## config.mk

```make
export PLATFORM = sky130hd
export DESIGN_NAME = acc_unit
export DESIGN_NICKNAME = d
export VERILOG_FILES = /design/src/rtl/acc_unit.sv
export SDC_FILE = /design/constraint.sdc
export NUM_CORES = 1
export LEC_CHECK = 0
export ABC_CLOCK_PERIOD_IN_PS = 9500
export CAP_MARGIN = 20
export CORE_MARGIN = 1
export CORE_UTILIZATION = 40
export CTS_CLUSTER_DIAMETER = 150
export DETAILED_ROUTE_END_ITERATION = 6
export HOLD_SLACK_MARGIN = 0.08
export PLACE_DENSITY = 0.63
export SYNTH_ARGS = -nofsm -noshare
export SYNTH_HDL_FRONTEND = slang
export SYNTH_SLANG_ARGS = --single-unit
```

## constraint.sdc

```tcl
create_clock -name clock -period 9.5 [get_ports clock]
set_input_delay 1.9 -clock clock [delete_from_list [all_inputs] [get_ports clock]]
set_output_delay 1.9 -clock clock [all_outputs]
set_load 0.05 [all_outputs]
```

## src/rtl/acc_unit.sv

```systemverilog
// acc_unit: accumulator / execute stage fed by the registered operand-select mux.
// Applies one operation per accepted start command. Load, add, subtract, AND,
// clear and no-op complete in one cycle. Shifts run serially, one bit position
// per clock, under a busy/done handshake. zero and carry are registered flags
// for the sequencing controller.
//
// Build option: define ACC_UNIT_ROTATE_EN to make op 100/101 rotate-left /
// rotate-right instead of logical shifts. Ports and timing are identical.

module acc_unit #(
    parameter int WIDTH   = 32,
    parameter int SHAMT_W = 5
) (
    input  logic               clock,
    input  logic               reset,
    input  logic               start,
    input  logic [2:0]         op,
    input  logic [WIDTH-1:0]   din,
    input  logic [SHAMT_W-1:0] amt,
    output logic [WIDTH-1:0]   acc,
    output logic               busy,
    output logic               done,
    output logic               zero,
    output logic               carry
);

    typedef enum logic {
        IDLE  = 1'b0,
        SHIFT = 1'b1
    } state_t;

    typedef enum logic [2:0] {
        OP_NOP  = 3'b000,
        OP_LOAD = 3'b001,
        OP_ADD  = 3'b010,
        OP_SUB  = 3'b011,
        OP_SHL  = 3'b100,
        OP_SHR  = 3'b101,
        OP_AND  = 3'b110,
        OP_CLR  = 3'b111
    } op_t;

    state_t             state, state_nxt;
    logic [WIDTH-1:0]   acc_nxt;
    logic               carry_nxt;
    logic               busy_nxt;
    logic               done_nxt;
    logic [SHAMT_W-1:0] cnt, cnt_nxt;
    logic               dir, dir_nxt;    // 0: toward MSB, 1: toward LSB
    logic [WIDTH:0]     sum_w;
    logic [WIDTH:0]     diff_w;
    logic [WIDTH:0]     step_w;

    // One serial step toward the MSB; returns {bit shifted out, new value}.
    function automatic logic [WIDTH:0] step_left(input logic [WIDTH-1:0] v);
        logic fill;
`ifdef ACC_UNIT_ROTATE_EN
        fill = v[WIDTH-1];
`else
        fill = 1'b0;
`endif
        return {v[WIDTH-1], v[WIDTH-2:0], fill};
    endfunction

    // One serial step toward the LSB; returns {bit shifted out, new value}.
    function automatic logic [WIDTH:0] step_right(input logic [WIDTH-1:0] v);
        logic fill;
`ifdef ACC_UNIT_ROTATE_EN
        fill = v[0];
`else
        fill = 1'b0;
`endif
        return {v[0], fill, v[WIDTH-1:1]};
    endfunction

    // Arithmetic datapath: WIDTH+1-bit sum and difference; the top bit of the
    // difference is the unsigned borrow (din > acc).
    always_comb begin
        sum_w  = {1'b0, acc} + {1'b0, din};
        diff_w = {1'b0, acc} - {1'b0, din};
        step_w = dir ? step_right(acc) : step_left(acc);
    end

    // Next-state and next-register logic for the IDLE/SHIFT controller.
    always_comb begin
        state_nxt = state;
        acc_nxt   = acc;
        carry_nxt = carry;
        busy_nxt  = busy;
        done_nxt  = 1'b0;
        cnt_nxt   = cnt;
        dir_nxt   = dir;

        unique case (state)
            IDLE: begin
                if (start) begin
                    case (op_t'(op))
                        OP_NOP: begin
                            done_nxt = 1'b1;
                        end
                        OP_LOAD: begin
                            acc_nxt   = din;
                            carry_nxt = 1'b0;
                            done_nxt  = 1'b1;
                        end
                        OP_ADD: begin
                            acc_nxt   = sum_w[WIDTH-1:0];
                            carry_nxt = sum_w[WIDTH];
                            done_nxt  = 1'b1;
                        end
                        OP_SUB: begin
                            acc_nxt   = diff_w[WIDTH-1:0];
                            carry_nxt = diff_w[WIDTH];
                            done_nxt  = 1'b1;
                        end
                        OP_SHL, OP_SHR: begin
                            // A zero-length shift completes like a NOP.
                            if (amt == '0) begin
                                done_nxt = 1'b1;
                            end else begin
                                cnt_nxt   = amt;
                                dir_nxt   = op[0];
                                busy_nxt  = 1'b1;
                                state_nxt = SHIFT;
                            end
                        end
                        OP_AND: begin
                            acc_nxt   = acc & din;
                            carry_nxt = 1'b0;
                            done_nxt  = 1'b1;
                        end
                        OP_CLR: begin
                            acc_nxt   = '0;
                            carry_nxt = 1'b0;
                            done_nxt  = 1'b1;
                        end
                        default: begin
                            done_nxt = 1'b1;
                        end
                    endcase
                end
            end

            SHIFT: begin
                // start is deliberately not examined here: commands issued
                // while busy are dropped, not queued.
                acc_nxt   = step_w[WIDTH-1:0];
                carry_nxt = step_w[WIDTH];
                cnt_nxt   = cnt - 1'b1;
                if (cnt == SHAMT_W'(1)) begin
                    busy_nxt  = 1'b0;
                    done_nxt  = 1'b1;
                    state_nxt = IDLE;
                end
            end

            default: begin
                state_nxt = IDLE;
                busy_nxt  = 1'b0;
            end
        endcase
    end

    // State register; synchronous reset overrides everything, including a shift in flight.
    always_ff @(posedge clock) begin
        if (reset) begin
            state <= IDLE;
            acc   <= '0;
            zero  <= 1'b1;
            carry <= 1'b0;
            busy  <= 1'b0;
            done  <= 1'b0;
            cnt   <= '0;
            dir   <= 1'b0;
        end else begin
            state <= state_nxt;
            acc   <= acc_nxt;
            zero  <= (acc_nxt == '0);
            carry <= carry_nxt;
            busy  <= busy_nxt;
            done  <= done_nxt;
            cnt   <= cnt_nxt;
            dir   <= dir_nxt;
        end
    end

endmodule

```

Yosys cells after proc, flatten, opt, wreduce, memory -nomap -nowiden
Index checks and enable logic that the tools add are counted.
{ "totals": {"ff_bits": 43, "inputBits": 43, "out_inout_bits": 36, "elab_cells": 63} }
{ "classes": {"bitwise_logic": 3, "n_reduce_logical": 10, "n_mux": 26, "add_sub_neg": 3, "eq_ne": 13} }
{ "op_table": {"columns": ["op", "count"], "rows": [
  ["$pmux W32 S5", 1],
  ["$pmux W32 S2", 1],
  ["$add A32 B32 Y33", 1],
  ["$mux W33", 1],
  ["$sub A32 B32 Y33", 1],
  ["$and A32 B32 Y32", 1],
  ["$logic_not A32 Y1", 1],
  ["$mux W32", 1],
  ["$mux W5", 3],
  ["$eq A3 B3 Y1 const B", 4],
  ["$mux W1", 12],
  ["$pmux W1 S2", 5],
  ["$pmux W5 S2", 1],
  ["$reduce_and A4 Y1", 2],
  ["$eq A3 B2 Y1 const B", 2],
  ["$reduce_or A6 Y1", 1],
  ["$eq A5 B1 Y1 const B", 1],
  ["$logic_not A5 Y1", 1],
  ["$sub A5 B1 Y5 const B", 1],
  ["$ne A2 B1 Y1 const B", 2],
  ["$ne A2 B2 Y1 const B", 2],
  ["$ne A4 B2 Y1 const B", 1],
  ["$eq A3 B1 Y1 const B", 1],
  ["$logic_not A3 Y1", 1],
  ["6 further kinds", 7]
]} }

Logic depth before layout (Yosys ltp)
{ "depth": {"word_depth": 5, "depth_mapped": 14, "mapped_depth_nobuf": 14} }

Worst setup path after synthesis
OpenSTA, ideal clock, no wires.
{ "synth_path": {"kind": "input-to-reg", "start": "in din[2]", "end": "reg zero", "cell_stages": 14, "n_path_buf": 1, "t_required_ns": 9.404, "slack_ns": 4.645, "arrival_time_ns": 4.760, "setup_ns": 0.096, "path_cell_list": "inv_1 -> ha_1 -> buf_2 -> nor2b_1 -> o31ai_2 -> a31oi_1 -> or3_4 -> o311a_1 -> nor2_4 -> o21ai_1 -> a222oi_1 -> o211a_1 -> o22ai_1 -> o41ai_2"} }
{ "synth_between": {"elab_chain_cells": 5, "elab_cells_between_ends": 7, "cone_classes": "2 x add/sub; 3 x mux; 1 x bitwise; 1 x reduce/logical"} }
{ "synth_lines": {"columns": ["item", "line_no", "rtl"], "rows": [
  ["from (decl)", "18", "input logic [WIDTH-1:0] din,"],
  ["$sub A32 B32 Y33 (tied with other cells)", "80", "diff_w = {1'b0, acc} - {1'b0, din};"],
  ["$pmux W32 S5 *", "97", "case (op_t'(op))"],
  ["$mux W32 *", "96", "if (start) begin"],
  ["$pmux W32 S2 *", "94", "unique case (state)"],
  ["$logic_not A32 Y1 *", "178", "zero <= (acc_nxt == '0);"],
  ["to (signal assigned)", "178", null],
  ["to (decl)", "23", "output logic zero,"]
]} }
Every way passes the cells marked *; elsewhere a longest branch is shown, timed or not.
A chain may end at the register's enable or synchronous reset.

Final worst setup path
{ "layout_path": {"start": "in din[14]", "end": "reg zero"} }
Same word-level chain as after synthesis.

==> flow_summary.toml <==
[detailed_routing]
vias = 7968
firstDrtPassIters = 5
drt_iter0_drc = 833
post_drt_wl_per_cell_um = 21.5
viasPerCell = 6.48
drt-total-wl_um = 26400
drc = 0
ant_nets = 0

[sta]
slew_violations = 0
holdWs_ns = 0.479
setup_viol = 0
finalSetupTns_ns = 0
timing.fmax_mhz = 163
slew_headroom_pct = 39.8
rsz0062_at_grt = "false"
tightest_slew_ns = 0.892
period_needed_ns = 6.14
finalCritPeriodShare_pct = 64.6
clock_skew_ns = 0.00465
hold_viol_final = 0

[clocking]
ctsResizeCount = 0
clock_sinks = 43
clkLatencyLatePin_ns = 0.31
postCtsHoldBufs = 0
cts_buffers = 5
htreeDepth = 2
cts_setup_buffers = 0
root_buffer = "clkbuf_16"
tritoncts = "built"
clock_path_buffers = 2
clkSlewWorstSetupHoldPaths_ns = 0.07

[yosys]
synth_cells = 970
synth_largest_area_cell = "dfxtp_1"
synth-main-ff-cell = "dfxtp_1"
yosys_warnings = 0
ys_types = 92
synth_top_area_share_pct = 12.3
synthArstFlopShare_pct = 0
synth_area_mm2 = 0.00702
synthTopCellsByArea = "dfxtp_1 (12%), ha_1 (12%), a21oi_1 (5.7%)"
syn_nets = 1082
avgSynthCellArea_um2 = 7.24
synth-edff-count = 0
synth_seq_area_share_pct = 12.3
ys_seq_elements = 43

[finish]
layout.cells.non_filler = 1229
nNetsFinal = 1115
num-fill-cells = 1770
syn2layout_area_growth_pct = 15.6
fin_util_pct = 47.1
final_common_cell = "nor2_1"
multi_input_area_mm2 = 0.00566
diodes = 0
mostFrequentLayoutCells = "nor2_1 (86), a21oi_1 (80), clkdlybuf4s50_1 (78)"
sequential_cell_area_um2 = 863
drive_gt1_share_pct = 6.08

[global_routing]
grt_pass1_vias = 7470
grt_pass1_wl_um = 41500
grt_max_degree = 56
antenna_found_initial = 0
track_usage_pct = 29.3
grt_overflow = 0

[critical_path]
endpoint_kind = "register"
cp_num_buf_inv = 2
path_delay_family = "compound AO/OA/AOI/OAI gates"
slowest_stage = "ha_1"
path_common_cell = "nand4_1"
timing.critical_path.cells = "clkdlybuf4s50_1 > inv_1 > ha_1 > nand4_1 > nor4_2 > o211ai_1 > a31oi_1 > o22ai_1 > o311a_1 > a211oi_1 > a21oi_1 > a2111oi_0 > nand4_1 > o41ai_2"
slowest_delay_ns = 0.63
critPathMaxFanout = 14
worstPathRequired_ns = 9.72
crit_arrival_ns = 6.35
worstSetupPathType = "input pin to register"
startpoint_type = "input pin"

[pwr]
power_leakage_nw = 3.17
cellPowerDensity_mw_per_mm2 = 131
irDropWorstVdd_mv = 0.102

[die]
coreArea_mm2 = 0.0172
die_x_um = 135
pin_count = 79
initial_core_util_pct = 40.7
die_y_um = 135
rows = 48
dieArea_mm2 = 0.0181

[placement]
place_congestion = 0.961
dp.cells = 1221
numPortBuffers = 78
hpwl_um = 19400

[status]
status = "completed"

[min_path]
hold_path_class = "register to register"

[run]
drv_cap = 0
[where the power goes]
part | internal (mW) | switching, mW | total, mW
Combinational | 0.215 | 0.372 | 0.587
Sequential | 0.198 | 0.0318 | 0.230
Clock | 0.151 | 0.0947 | 0.246
[worst reg2reg max path, delay by kind of cell (launching register included)]
kind | cells | cell delay (ns)
and+or+nand+nor | 3 | 0.85
DFF | 1 | 0.38
AOI/OAI and AO/OA | 8 | 2.37
adders and majority gates | 1 | 0.66
[routing by layer]
metal / routed length [um] / global-route usage [%]
met5: 0 / 0
met4: 827 / 11.5
met3: 1840 / 4.05
met2: 11800 / 46.6
met1: 11900 / 39.8
[cell families (layout without fill, tap and decap cells)]
kind of cell / Yosys count / in the layout / synth area share, %
mux: 36 / 36 / 5.26
flops: 43 / 43 / 12.3
buf+inv: 133 / 167 / 7.45
simple gates: 321 / 321 / 23.6
fa+ha+maj: 69 / 69 / 12.5
compound gates: 342 / 342 / 35.7
xor+xnor: 26 / 26 / 3.24
[registers in the layout, indices dropped and copies added, names as in the netlist]
signal and count:
acc 32, busy 1, carry 1, cnt 5, dir 1, done 1
state 1, zero 1
[area by class of cell]
cell class / count / share of cell area (%)
clock inverters: 3 / 0.832
clock buffers: 5 / 1.54
multi-input cells: 794 / 69.7
inverters: 70 / 3.24
flip-flops and latches: 43 / 10.6
repair buffers: 89 / 10.6
well taps: 225 / 3.47
[stage by stage]
step                worst slack [ns]  instance area (um2)  power, mW
floorplan                       4.64                 7020      0.638
global placement                3.38                 7930      0.809
detailed placement              3.20                 7930      0.807
CTS                             3.49                 8120       1.06
global route                    3.15                 8120       1.12
finish                          3.36                 8120       1.06
[path summary, 6_finish.rpt]
kind	slack, ns	endpoint	cells past startpoint	start
hold / removal	0.48	busy$_SDFFE_PP0P_	1	busy$_SDFFE_PP0P_
hold reg to reg	0.48	busy$_SDFFE_PP0P_	1	busy$_SDFFE_PP0P_
setup / recovery	3.36	zero$_SDFF_PP1_	14	din[14]
setup reg to reg	5.15	zero$_SDFF_PP1_	12	acc[14]$_SDFF_PP0_
[cell usage after synthesis (9+ instances only)]
cell type,instances
nor3_1,26
a21oi_1,80
ha_1,67
nor2_1,86
nand4_1,10
nand3_1,21
a221oi_1,27
nand2_1,71
o21ai_1,12
nor2b_1,14
clkbuf_1,45
and2_1,14
o21ai_0,39
buf_2,13
a21o_1,10
nand2b_1,14
inv_1,66
o21a_1,11
nor4_1,9
dfxtp_1,43
o31ai_1,16
xnor2_1,20
or3_1,13
mux2i_1,29
o22ai_1,9
o221ai_1,12
o211ai_1,14
a211oi_1,15
No activity file was read; power rests on OpenSTA's default activity.
